<file path="src/rtl/int_ctrl18_pkg.sv">
// Shared types and constants for the Core18 interrupt controller.
// Holds the controller state encoding, register offsets and address helper.
package int_ctrl18_pkg;

    localparam int NUM_IRQ = 15;
    localparam int DATA_W  = 18;
    localparam int VEC_W   = 4;

    // The encoding is visible to software through STAT, so keep IDLE at zero.
    typedef enum logic [1:0] {
        ST_IDLE  = 2'd0,
        ST_ISSUE = 2'd1,
        ST_GAP   = 2'd2
    } state_t;

    localparam logic [1:0] REG_MASK = 2'd0;
    localparam logic [1:0] REG_PEND = 2'd1;
    localparam logic [1:0] REG_STAT = 2'd2;

    function automatic logic [DATA_W-1:0] reg_adrs(input logic [DATA_W-1:0] base,
                                                   input logic [1:0]        off);
        return base + DATA_W'(off);
    endfunction

endpackage

</file>
<file path="src/rtl/int_ctrl18_if.sv">
// Core18 port bus as seen by a peripheral: strobes, address, write data, read data.
interface int_ctrl18_if;
    import int_ctrl18_pkg::*;

    logic              port_wr;
    logic              port_rd;
    logic [DATA_W-1:0] adrs;
    logic [DATA_W-1:0] dataout;
    logic [DATA_W-1:0] port_data;

    modport master (output port_wr, port_rd, adrs, dataout, input port_data);
    modport slave  (input port_wr, port_rd, adrs, dataout, output port_data);

endinterface

</file>
<file path="src/rtl/int_prio15.sv">
// Combinational 15-to-4 priority encoder: reports the highest set index.
module int_prio15
    import int_ctrl18_pkg::*;
(
    input  logic [NUM_IRQ-1:0] req,
    output logic [VEC_W-1:0]   idx,
    output logic               valid
);

    // Ascending scan so the highest set bit is the last assignment to win.
    always_comb begin
        idx   = '0;
        valid = 1'b0;
        for (int i = 0; i < NUM_IRQ; i++) begin
            if (req[i]) begin
                idx   = VEC_W'(i);
                valid = 1'b1;
            end
        end
    end

endmodule

</file>
<file path="src/rtl/int_ctrl18.sv">
// Core18 interrupt controller: edge-latched requests, MASK/PEND/STAT registers, timed vector issue.
// Define INT_CTRL18_SYNC_EN to add a two-flop synchronizer on every IRQ line.
module int_ctrl18
    import int_ctrl18_pkg::*;
#(
    parameter logic [DATA_W-1:0] BASE_ADRS = 18'o000040,
    parameter int                HOLD      = 2,
    parameter int                GAP       = 2
) (
    input  logic               clk,
    input  logic               reset,
    input  logic               run,
    input  logic [NUM_IRQ-1:0] irq,
    int_ctrl18_if.slave        bus,
    output logic [VEC_W-1:0]   vector
);

    localparam logic [DATA_W-1:0] ADRS_MASK = reg_adrs(BASE_ADRS, REG_MASK);
    localparam logic [DATA_W-1:0] ADRS_PEND = reg_adrs(BASE_ADRS, REG_PEND);
    localparam logic [DATA_W-1:0] ADRS_STAT = reg_adrs(BASE_ADRS, REG_STAT);

`ifdef INT_CTRL18_SYNC_EN
    localparam int PRIME_W = 4;
    logic [NUM_IRQ-1:0] sync1;
    logic [NUM_IRQ-1:0] sync2;
`else
    localparam int PRIME_W = 2;
`endif

    state_t             state;
    state_t             state_nxt;
    logic [3:0]         cnt;
    logic [3:0]         cnt_nxt;
    logic [VEC_W-1:0]   vector_nxt;
    logic [NUM_IRQ-1:0] mask;
    logic [NUM_IRQ-1:0] pend;
    logic [NUM_IRQ-1:0] pend_nxt;
    logic [NUM_IRQ-1:0] irq_in;
    logic [NUM_IRQ-1:0] irq_smp;
    logic [NUM_IRQ-1:0] irq_prev;
    logic [NUM_IRQ-1:0] irq_rise;
    logic [NUM_IRQ-1:0] eligible;
    logic [NUM_IRQ-1:0] issue_clr;
    logic [NUM_IRQ-1:0] w1c;
    logic [PRIME_W-1:0] primed;
    logic [VEC_W-1:0]   win_idx;
    logic               win_valid;
    logic               unused_dataout;

`ifdef INT_CTRL18_SYNC_EN
    always_ff @(posedge clk) begin
        if (reset) begin
            sync1 <= '0;
            sync2 <= '0;
        end else begin
            sync1 <= irq;
            sync2 <= sync1;
        end
    end
    assign irq_in = sync2;
`else
    assign irq_in = irq;
`endif

    // Zeros left by reset are not real samples; a line held high across reset must not look like a rise.
    assign irq_rise       = primed[PRIME_W-1] ? (irq_smp & ~irq_prev) : '0;
    assign eligible       = pend & mask;
    assign w1c            = (bus.port_wr && bus.adrs == ADRS_PEND) ? bus.dataout[NUM_IRQ-1:0] : '0;
    assign pend_nxt       = (pend & ~w1c & ~issue_clr) | irq_rise;
    assign unused_dataout = ^bus.dataout[DATA_W-1:NUM_IRQ];

    int_prio15 u_prio (
        .req   (eligible),
        .idx   (win_idx),
        .valid (win_valid)
    );

    always_ff @(posedge clk) begin
        if (reset) begin
            state    <= ST_IDLE;
            cnt      <= '0;
            vector   <= '0;
            mask     <= '0;
            pend     <= '0;
            irq_smp  <= '0;
            irq_prev <= '0;
            primed   <= '0;
        end else begin
            state    <= state_nxt;
            cnt      <= cnt_nxt;
            vector   <= vector_nxt;
            pend     <= pend_nxt;
            irq_smp  <= irq_in;
            irq_prev <= irq_smp;
            primed   <= {primed[PRIME_W-2:0], 1'b1};
            if (bus.port_wr && bus.adrs == ADRS_MASK) begin
                mask <= bus.dataout[NUM_IRQ-1:0];
            end
        end
    end

    // cnt holds the remaining cycles of the current ISSUE or GAP phase minus one.
    always_comb begin
        state_nxt  = state;
        cnt_nxt    = cnt;
        vector_nxt = vector;
        issue_clr  = '0;
        unique case (state)
            ST_IDLE: begin
                if (run && win_valid) begin
                    state_nxt  = ST_ISSUE;
                    cnt_nxt    = 4'(HOLD - 1);
                    vector_nxt = win_idx + 4'd1;
                    issue_clr  = NUM_IRQ'(1) << win_idx;
                end
            end
            ST_ISSUE: begin
                if (cnt == 4'd0) begin
                    state_nxt  = ST_GAP;
                    cnt_nxt    = 4'(GAP - 1);
                    vector_nxt = '0;
                end else begin
                    cnt_nxt = cnt - 4'd1;
                end
            end
            ST_GAP: begin
                if (cnt == 4'd0) begin
                    state_nxt = ST_IDLE;
                end else begin
                    cnt_nxt = cnt - 4'd1;
                end
            end
            default: begin
                state_nxt  = ST_IDLE;
                cnt_nxt    = '0;
                vector_nxt = '0;
            end
        endcase
    end

    always_comb begin
        bus.port_data = '0;
        if (bus.port_rd) begin
            if (bus.adrs == ADRS_MASK) begin
                bus.port_data = DATA_W'(mask);
            end else if (bus.adrs == ADRS_PEND) begin
                bus.port_data = DATA_W'(pend);
            end else if (bus.adrs == ADRS_STAT) begin
                bus.port_data = DATA_W'({state, vector});
            end
        end
    end

endmodule

</file>
<file path="src/flat_wrapper.sv">
// flat-port wrapper written by rule: the top's interface ports become plain ports
module int_ctrl18_flat import int_ctrl18_pkg::*;
#(
    parameter logic [DATA_W-1:0] BASE_ADRS = 18'o000040,
    parameter int                HOLD      = 2,
    parameter int                GAP       = 2
)
  (clk, reset, run, irq, vector, bus_port_wr, bus_port_rd, bus_adrs, bus_dataout, bus_port_data);
  int_ctrl18_if bus_i ();
  input  logic clk;
  input  logic reset;
  input  logic run;
  input  logic [NUM_IRQ-1:0] irq;
  output logic [VEC_W-1:0] vector;
  input wire logic [$bits(bus_i.port_wr)-1:0] bus_port_wr;
  input wire logic [$bits(bus_i.port_rd)-1:0] bus_port_rd;
  input wire logic [$bits(bus_i.adrs)-1:0] bus_adrs;
  input wire logic [$bits(bus_i.dataout)-1:0] bus_dataout;
  output wire logic [$bits(bus_i.port_data)-1:0] bus_port_data;
  assign bus_i.port_wr = bus_port_wr;
  assign bus_i.port_rd = bus_port_rd;
  assign bus_i.adrs = bus_adrs;
  assign bus_i.dataout = bus_dataout;
  assign bus_port_data = bus_i.port_data;
  int_ctrl18 #(.BASE_ADRS(BASE_ADRS), .HOLD(HOLD), .GAP(GAP)) u_core (.clk(clk), .reset(reset), .run(run), .irq(irq), .bus(bus_i), .vector(vector));
endmodule
</file>
<file path="config.mk">
export PLATFORM = sky130hd
export DESIGN_NAME = int_ctrl18_flat
export DESIGN_NICKNAME = d
export VERILOG_FILES = /design/src/rtl/int_ctrl18_pkg.sv /design/src/rtl/int_ctrl18_if.sv /design/src/rtl/int_prio15.sv /design/src/rtl/int_ctrl18.sv /design/src/flat_wrapper.sv
export SDC_FILE = /design/constraint.sdc
export NUM_CORES = 1
export LEC_CHECK = 0
export CAP_MARGIN = 0
export CORE_MARGIN = 5
export CORE_UTILIZATION = 54
export DETAILED_ROUTE_END_ITERATION = 16
export HOLD_SLACK_MARGIN = 0.05
export MAX_ROUTING_LAYER = met4
export PLACE_DENSITY = 0.85
export SYNTH_ARGS = -nofsm -noshare
export SYNTH_HDL_FRONTEND = slang
export SYNTH_SLANG_ARGS = --single-unit
</file>
<file path="constraint.sdc">
create_clock -name clk -period 4.5 [get_ports clk]
set_clock_uncertainty 0.15 [all_clocks]
set_input_delay 0.675 -clock clk [delete_from_list [all_inputs] [get_ports clk]]
set_output_delay 0.675 -clock clk [all_outputs]
set_load 0.05 [all_outputs]
</file>
# Word-level counts from Yosys, hierarchy flattened
# Cells that the tools add are included.
# Widths: inputs -> output; s select.
# word_totals
register_bits	72
latch_bits	0
mem_bits_rw	0
rom_bits	0
output_inout_bits	22
mem_count	0
# classes
n_addsub	2
mul	0
div_mod_pow	0
order_cmp	0
eq_ne	9
n_shift	1
n_mux	49
bitwise	9
reduce_logical	8
# ops
cell	n
$mux 4	18
$and 15x15->15	4
$mux 15	4
$eq 18x6->1 const B	3
$mux 18	3
$not 15->15	3
$pmux 4 s3	2
$mux 1	17
$or 15x15->15	1
$shl 1x4->15 const A	1
$mux 2	3
$mux 6	1
$ne 2x1->1 const B	3
$pmux 2 s3	1
$reduce_and 3->1	2
$add 4x1->4 const B	1
$logic_not 4->1	1
$sub 4x1->4 const B	1
$logic_and 1x1->1	3
$eq 2x1->1 const B	1
$eq 2x2->1 const B	1
$logic_not 2->1	1
$ne 2x2->1 const B	1
$reduce_and 2->1	1
$not 1->1	1

# Depth between registers and ports, before layout
# Gate-level depths: netlist of the first run.
# depth
ltp_word	22
depth_mapped	9

# Cells and area by module
# Synthesis of the first run repeated with hierarchy kept, for this count alone.
# unflattened
cells_unflattened	393
area_unflattened_um2	3523.4
# by_module_without_submodules
mod	n_inst	cells_per_inst	area_each_um2	seq_area_each_um2
int_ctrl18	1	366	3372.0	1441.4
int_prio15	1	27	151.4	0.0

# Least setup slack after synthesis of the first run
# OpenSTA, ideal clock, no wires.
# synth_path
path_type	input -> output
startpoint	input bus_adrs[2]
endpoint	output bus_port_data[0]
arrival_time_ns	3.837
path_slack_ns	-0.162
stages	5
n_path_buf	0
cell_sequence	nor4b_1 -> nand4_1 -> inv_1 -> nand2_1 -> a2111oi_0
# synth_via
elab_chain_len	5
word_cells_on_any_way	7
cone_classes	3 x eq/ne; 4 x mux
# synth_lines
element	line_no	rtl
from (decl)	flat_wrapper.sv:17	input wire logic [$bits(bus_i.adrs)-1:0] bus_adrs;
$eq 18x6->1	int_ctrl18.sv:148	end else if (bus.adrs == ADRS_STAT) begin
$mux 6	int_ctrl18.sv:148	
$mux 18	int_ctrl18.sv:146	end else if (bus.adrs == ADRS_PEND) begin
$mux 18 (*)	int_ctrl18.sv:144	if (bus.adrs == ADRS_MASK) begin
$mux 18 (*)	int_ctrl18.sv:143	if (bus.port_rd) begin
to (decl)	flat_wrapper.sv:19	output wire logic [$bits(bus_i.port_data)-1:0] bus_port_data;
# Every way passes the cells marked *; elsewhere a longest branch is shown, timed or not.

# Worst setup path in the final report of the first run
# layout_path
startpoint	input bus_adrs[2]
endpoint	output bus_port_data[4]
# Same word-level chain as after synthesis.

==> results.md, run 1 <==
* DR iter-0 viols at 403
* Gr ovfl total at 0
* Worst vdd ir at 0.244 mV
* Final #Nets at 524
* Hold crit path type: flip-flop to flip-flop
* Yosys top cell area share at 0.422
* YS warnings at 0
* Net Sw Frac at 0.262
* Post-synth top area cell: dfxtp_1
* Critical path type: input port to output pin
* Synth Flop Type: dfxtp_1
* Minimum clock period at 3970 ps
* Die H at 89.5 um
* Sw power at 0.331 mW
* Max Fclk at 252 MHz
* Crit-path max cell delay at 880 ps
* Routed WL at 8790 um
* Crit-path slowest cell: clkdlybuf4s50_1
* Crit path arrival time at 3150 ps
* Post_cts resized at 0
* Seq. cell area at 0.00144 mm^2
* Setup crit start kind: input port
* Critical Path, Cell by Cell: clkdlybuf4s50_1 -> nor4b_1 -> nand4_1 -> inv_1 -> nand2_1 -> nor4b_1 -> clkdlybuf4s50_1
* Post-synth EDFFs at 0
* # port buffers at 71
* Crit-path leading delay family: buffers and inverters
* Die width at 89.5 um
* Gr usage total at 0.233
* Post-synthesis sequential area ratio at 0.422
* Vias in the first global route at 2874
* Fraction of layout cells with a size suffix above 1 at 0.0708
* Filler cells at 503
* Initial Utilization at 0.547
* Post-DRT Antenna Nets at 0
* Pwr dens at 291 mW/mm^2
* Int Pwr at 0.934 mW
* Maxcap violations at 0
* Core ar. at 0.00624 mm^2
* Final worst setup slack at 527 ps
* Vias at 3202
* Slew @ Worst Pin at 810 ps
* Root buf cell: clkbuf_8
* Final Hold Viols at 0
* Synth cell types at 53
* WP data required at 3670 ps
* Yosys reg bits at 72
* Worst-Skew Late Latency at 360 ps
* CTS hold repair buffers at 0
* Routability Congestion at 0.874
* Unrepaired setup endpoints after global routing: false
* Setup WS pre-CTS at 494 ps
* Io pins at 78
* Area Growth Syn to Fin at 27.5%
* Tot Pwr at 1.27 mW
* CP Buf/Inv Count at 3
* Worst slew margin at 0.460
* Drt drc at 0
* DIE AREA at 0.00801 mm^2
* Clock Tree Buf Depth at 2
* Post-Syn Area at 0.00341 mm^2
* Comb pwr share at 0.092
* Clock share of power at 0.379
* Total CTS buffers at 9
* Pleak at 1.71 nW
* Final setup vio count at 0
* Wire per inst at 16.2 um
* Largest net degree at the start of global routing at 39
* CTS Sinks at 72
* Antenna violations before repair at 0
* DR vias/cell at 5.90
* Post-Syn Instances at 392
* Crit Reg-Reg Startpoint: u_core.pend[13]
* H-tree lvl count at 3
* Synth area leaders: dfxtp_1, nand2_1, nor2b_1
* TritonRoute pass-1 iters at 6
* CTS tree: built
* Clk slew on worst S/H paths at 80 ps
* Status: complete, no violations
* Endpoint class of the critical path: output pin
* Syn_area_per_cell at 8.71 um^2
* First-pass GRT wire length at 13700 um
* Hold WS at 307 ps
* Postcts setup bufs at 0
* Min-delay src: u_core.primed[0]
* ANT cells at 0
* Period utilisation layout at 0.883
* Critical path fanouts, max at 6
* Sequential Power Share at 0.529
* FFs w/ async S/R, synth at 0
* # rows at 29
* Max Slew Vio Count at 0
* Total Neg Setup Slack at 0 ps
* Multi-input combinational cell area at 0.00184 mm^2
* Post-DP HPWL at 6450 um
* Commonest non-fill, non-tap cell in the layout: dfxtp_1
* Critical path origin: bus_adrs[2]
* Most frequent cells in the layout: dfxtp_1, nand2_1, clkdlybuf4s50_1
==> Yosys cell counts (all sizes together) (8+ instances only) <==
master	count
dfxtp	72
nand2	70
nor2b	38
nor2	24
a21oi	22
inv	12
and3b	11
clkbuf	11
buf	9
mux2i	9
o21ai	9
a22oi	8
a41o	8
==> layout make-up <==
cell class	count	area share
Sequential cell	72	0.331
Tap cell	77	0.0221
Timing Repair Buffer	76	0.170
Multi-Input combinational cell	289	0.423
Clock inverter	7	0.0144
Inverter	13	0.0112
Clock buffer	9	0.0285
==> logic make-up after synthesis <==
logic type               count (synthesis)  share of synthesized area
buffers and inverters                   33                     0.0407
AND/OR/NAND/NOR                        182                      0.288
adder cells (fa/ha/maj)                  7                     0.0257
other                                    1                    0.00110
multiplexers                             9                     0.0264
flip-flops                              72                      0.422
AO/OA/AOI/OAI                           87                      0.194
XOR/XNOR                                 1                    0.00257
==> worst register-to-register path: cells and delay by family (launching register included) <==
kind,cells,cell delay (ps)
flip-flops,1,360
AND/OR/NAND/NOR,1,280
AO/OA/AOI/OAI,4,1590
==> state kept, by name, indices dropped and copies added, names as in the netlist <==
signal / count
u_core.irq_smp: 15
u_core.mask: 15
u_core.vector: 4
u_core.state: 2
u_core.irq_prev: 15
u_core.cnt: 4
u_core.pend: 15
u_core.primed: 2
==> per-layer routing <==
layer,share of wire,vias to the layer above,track usage
li1,-,1531,-
met1,0.40,1447,0.283
met2,0.47,192,0.372
met3,0.11,32,0.0488
met4,0.028,0,0.0988
met5,0,-,-
==> final timing paths <==
check | slack (ps) | endpoint | cells after the start
max | 530 | bus_port_data[4] | 7
min | 310 | u_core.primed[1] | 1
max reg2reg | 2010 | u_core.pend[2] | 5
min reg2reg | 310 | u_core.primed[1] | 1
==> per-stage QoR <==
step | util | instances | cell area (um^2)
floorplan | - | 394 | 3420
global placement | 0.667 | 527 | 4170
detailed placement | 0.667 | 527 | 4170
CTS | 0.697 | 543 | 4350
global route | 0.697 | 543 | 4350
finish | 0.697 | 543 | 4350
==> power groups by stage <==
| stage | clock, mW | sequential, mW | combinational, mW |
|---|---|---|---|
| 2_1_floorplan | 0 | 0.679 | 0.0579 |
| 3_3_place_gp | 0 | 0.682 | 0.113 |
| 3_5_place_dp | 0 | 0.683 | 0.115 |
| 4_1_cts | 0.486 | 0.668 | 0.116 |
| 5_1_grt | 0.519 | 0.671 | 0.126 |
| 6_report | 0.480 | 0.669 | 0.116 |
Power figures use the tool's default switching activity.
==> run 2: changes to the inputs <==
Settings changed: CAP_MARGIN 0 to default, CTS_BUF_LIST from default to sky130_fd_sc_hd__clkbuf_16.
==> run 2 against run 1 <==
Non-clock buffer count is the same. Routed wire length shrank 0.66%. Total power grew 15%. Combinational power is essentially flat. First-iteration DRC count shrank 40%. Clock power grew 40%. Critical path depth is the same. Final cell count is the same. Hold slack lost 4.9 ps. Global-route usage shrank 0.40 points. Highest routed layer unchanged.
==> results.md, run 2 (same netlist as run 1, synthesis figures left out) <==
* Initial Utilization at 0.547 (unchanged)
* Clk slew on worst S/H paths at 60 ps (-20 ps)
* Wire per inst at 16.1 um (-0.66%)
* Total CTS buffers at 9 (unchanged)
* ANT cells at 0 (unchanged)
* Critical path type: input port to output pin
* Pleak at 1.75 nW (+2.7%)
* Endpoint class of the critical path: output pin
* First-pass GRT wire length at 13500 um (-0.91%)
* Fraction of layout cells with a size suffix above 1 at 0.0708 (unchanged)
* Hold Path Sink: u_core.primed[1]
* Core ar. at 0.00624 mm^2 (unchanged)
* Final #Nets at 524 (unchanged)
* Maxcap violations at 0 (unchanged)
* CTS tree: built
* Status: complete, no violations
* Crit Reg-Reg Startpoint: u_core.pend[13]
* Min-delay src: u_core.primed[0]
* Vias in the first global route at 2904 (+1.0%)
* Pwr dens at 328 mW/mm^2 (+13%)
* Crit-path max cell delay at 880 ps (about the same)
* CTS Sinks at 72 (unchanged)
* # port buffers at 71 (unchanged)
* CTS hold repair buffers at 0 (unchanged)
* Multi-input combinational cell area at 0.00184 mm^2 (unchanged)
* Clock Tree Buf Depth at 2 (unchanged)
* Tot Pwr at 1.46 mW (+15%)
* Max Fclk at 252 MHz (about the same)
* Crit-path slowest cell: clkdlybuf4s50_1
* Die width at 89.5 um (unchanged)
* Largest net degree at the start of global routing at 39 (unchanged)
* Drt drc at 0 (unchanged)
* Hold crit path type: flip-flop to flip-flop
* Postcts setup bufs at 0 (unchanged)
* WP data required at 3670 ps (about the same)
* Met3 usage at 0.0498 (+0.000922)
* Die H at 89.5 um (unchanged)
* Top Usage Layer GRT: met2
* CP Buf/Inv Count at 3 (unchanged)
* Worst vdd ir at 0.292 mV (+20%)
* Slew @ Worst Pin at 838 ps (+28.2 ps)
* Unrepaired setup endpoints after global routing: false
* Reg2Reg Setup Slack at 2010 ps (about the same)
* DR iter-0 viols at 243 (-40%)
* Critical Path, Cell by Cell: clkdlybuf4s50_1 -> nor4b_1 -> nand4_1 -> inv_1 -> nand2_1 -> nor4b_1 -> clkdlybuf4s50_1
* Met1 usage at 0.273 (-0.00996)
* Crit-path leading delay family: buffers and inverters
* Most frequent cells in the layout: dfxtp_1, nand2_1, clkdlybuf4s50_1
* Routed WL at 8730 um (-0.66%)
* Vias at 3209 (+0.22%)
* # rows at 29 (unchanged)
* Reg2Reg Depth at 5 (unchanged)
* Area Growth Syn to Fin at 30.5%
* Root buf cell: clkbuf_16
* DIE AREA at 0.00801 mm^2 (unchanged)
* Final Hold Viols at 0 (unchanged)
* Period utilisation layout at 0.884 (about the same)
* Post-DP HPWL at 6450 um (unchanged)
* Post-DRT Antenna Nets at 0 (unchanged)
* Post_cts resized at 0 (unchanged)
* Filler cells at 483 (-4.0%)
* Setup crit start kind: input port
* H-tree lvl count at 3 (unchanged)
* Commonest non-fill, non-tap cell in the layout: dfxtp_1
* Io pins at 78 (unchanged)
* Final core utilization at 0.714 (+0.0162)
* Gr ovfl total at 0 (unchanged)
* TritonRoute pass-1 iters at 5 (-1)
* Crit path arrival time at 3150 ps (about the same)
* Minimum clock period at 3980 ps (+3.16 ps)
* Gr usage total at 0.228 (-0.00403)
* DR vias/cell at 5.91 (+0.22%)
* Worst R2R End: u_core.vector[1]
* Max Slew Vio Count at 0 (unchanged)
* Worst slew margin at 0.441 (-0.0188)
* Final setup vio count at 0 (unchanged)
* Antenna violations before repair at 0 (unchanged)
* Worst-Skew Late Latency at 340 ps (-20 ps)
* Critical path fanouts, max at 6 (unchanged)
* Seq. cell area at 0.00144 mm^2 (unchanged)
* Routability Congestion at 0.874 (unchanged)
* Met2 GRT Util at 0.366 (-0.00603)
* Hold path cells at 1 (unchanged)
## run 2: changes by cell type in the layout (fill, tap and decap cells not counted)
cell,previous run,this run
clkbuf_8,9,0
clkbuf_16,0,9
## run 2: worst max path at each step
stage,from,to,depth (start not counted)
6_report,bus_adrs[2],bus_port_data[4],7
5_1_grt,bus_adrs[2],bus_port_data[4],7
4_1_cts,bus_adrs[2],bus_port_data[4],7
3_5_place_dp,bus_adrs[2],bus_port_data[4],7
3_3_place_gp,bus_adrs[2],bus_port_data[4],7
2_1_floorplan,bus_adrs[2],bus_port_data[0],5
## run 2: area by class of cell
cell class | instances | share of cell area
clock buffers | 9 | 0.0506
clock inverters | 7 | 0.0140
inverters | 13 | 0.0110
multi-input cells | 289 | 0.413
flip-flops and latches | 72 | 0.324
well taps | 77 | 0.0216
repair buffers | 76 | 0.166
## run 2: through the flow
step / hold WS (ps) / setup WS [ps] / cell area, um^2 / TNS [ps] / cells
finish: 302 / 524 / 4450 / 0 / 543
global route: 311 / 344 / 4450 / 0 / 543
CTS: 309 / 493 / 4450 / 0 / 543
detailed placement: 295 / 494 / 4170 / 0 / 527
global placement: 267 / 556 / 4170 / 0 / 527
floorplan: 264 / -162 / 3420 / -646 / 394
## run 2: worst register-to-register path: stages, from the launching register on
cell,delay (ps)
dfxtp_1,360
a222oi_1,780
nand3_1,320
nor2b_1,370
o211a_2,300
o2bb2ai_1,130
## run 2: power by group
part / switching, mW / internal [mW] / total [mW]
sequential: 0.0128 / 0.657 / 0.670
clock: 0.290 / 0.384 / 0.674
combinational: 0.0492 / 0.0666 / 0.116
total: 0.352 / 1.11 / 1.46
## run 2: routing by layer
| metal | wire, um | up-vias |
|---|---|---|
| li1 | - | 1540 |
| met1 | 3500 | 1453 |
| met2 | 4030 | 181 |
| met3 | 905 | 35 |
| met4 | 296 | 0 |
| met5 | 0 | - |
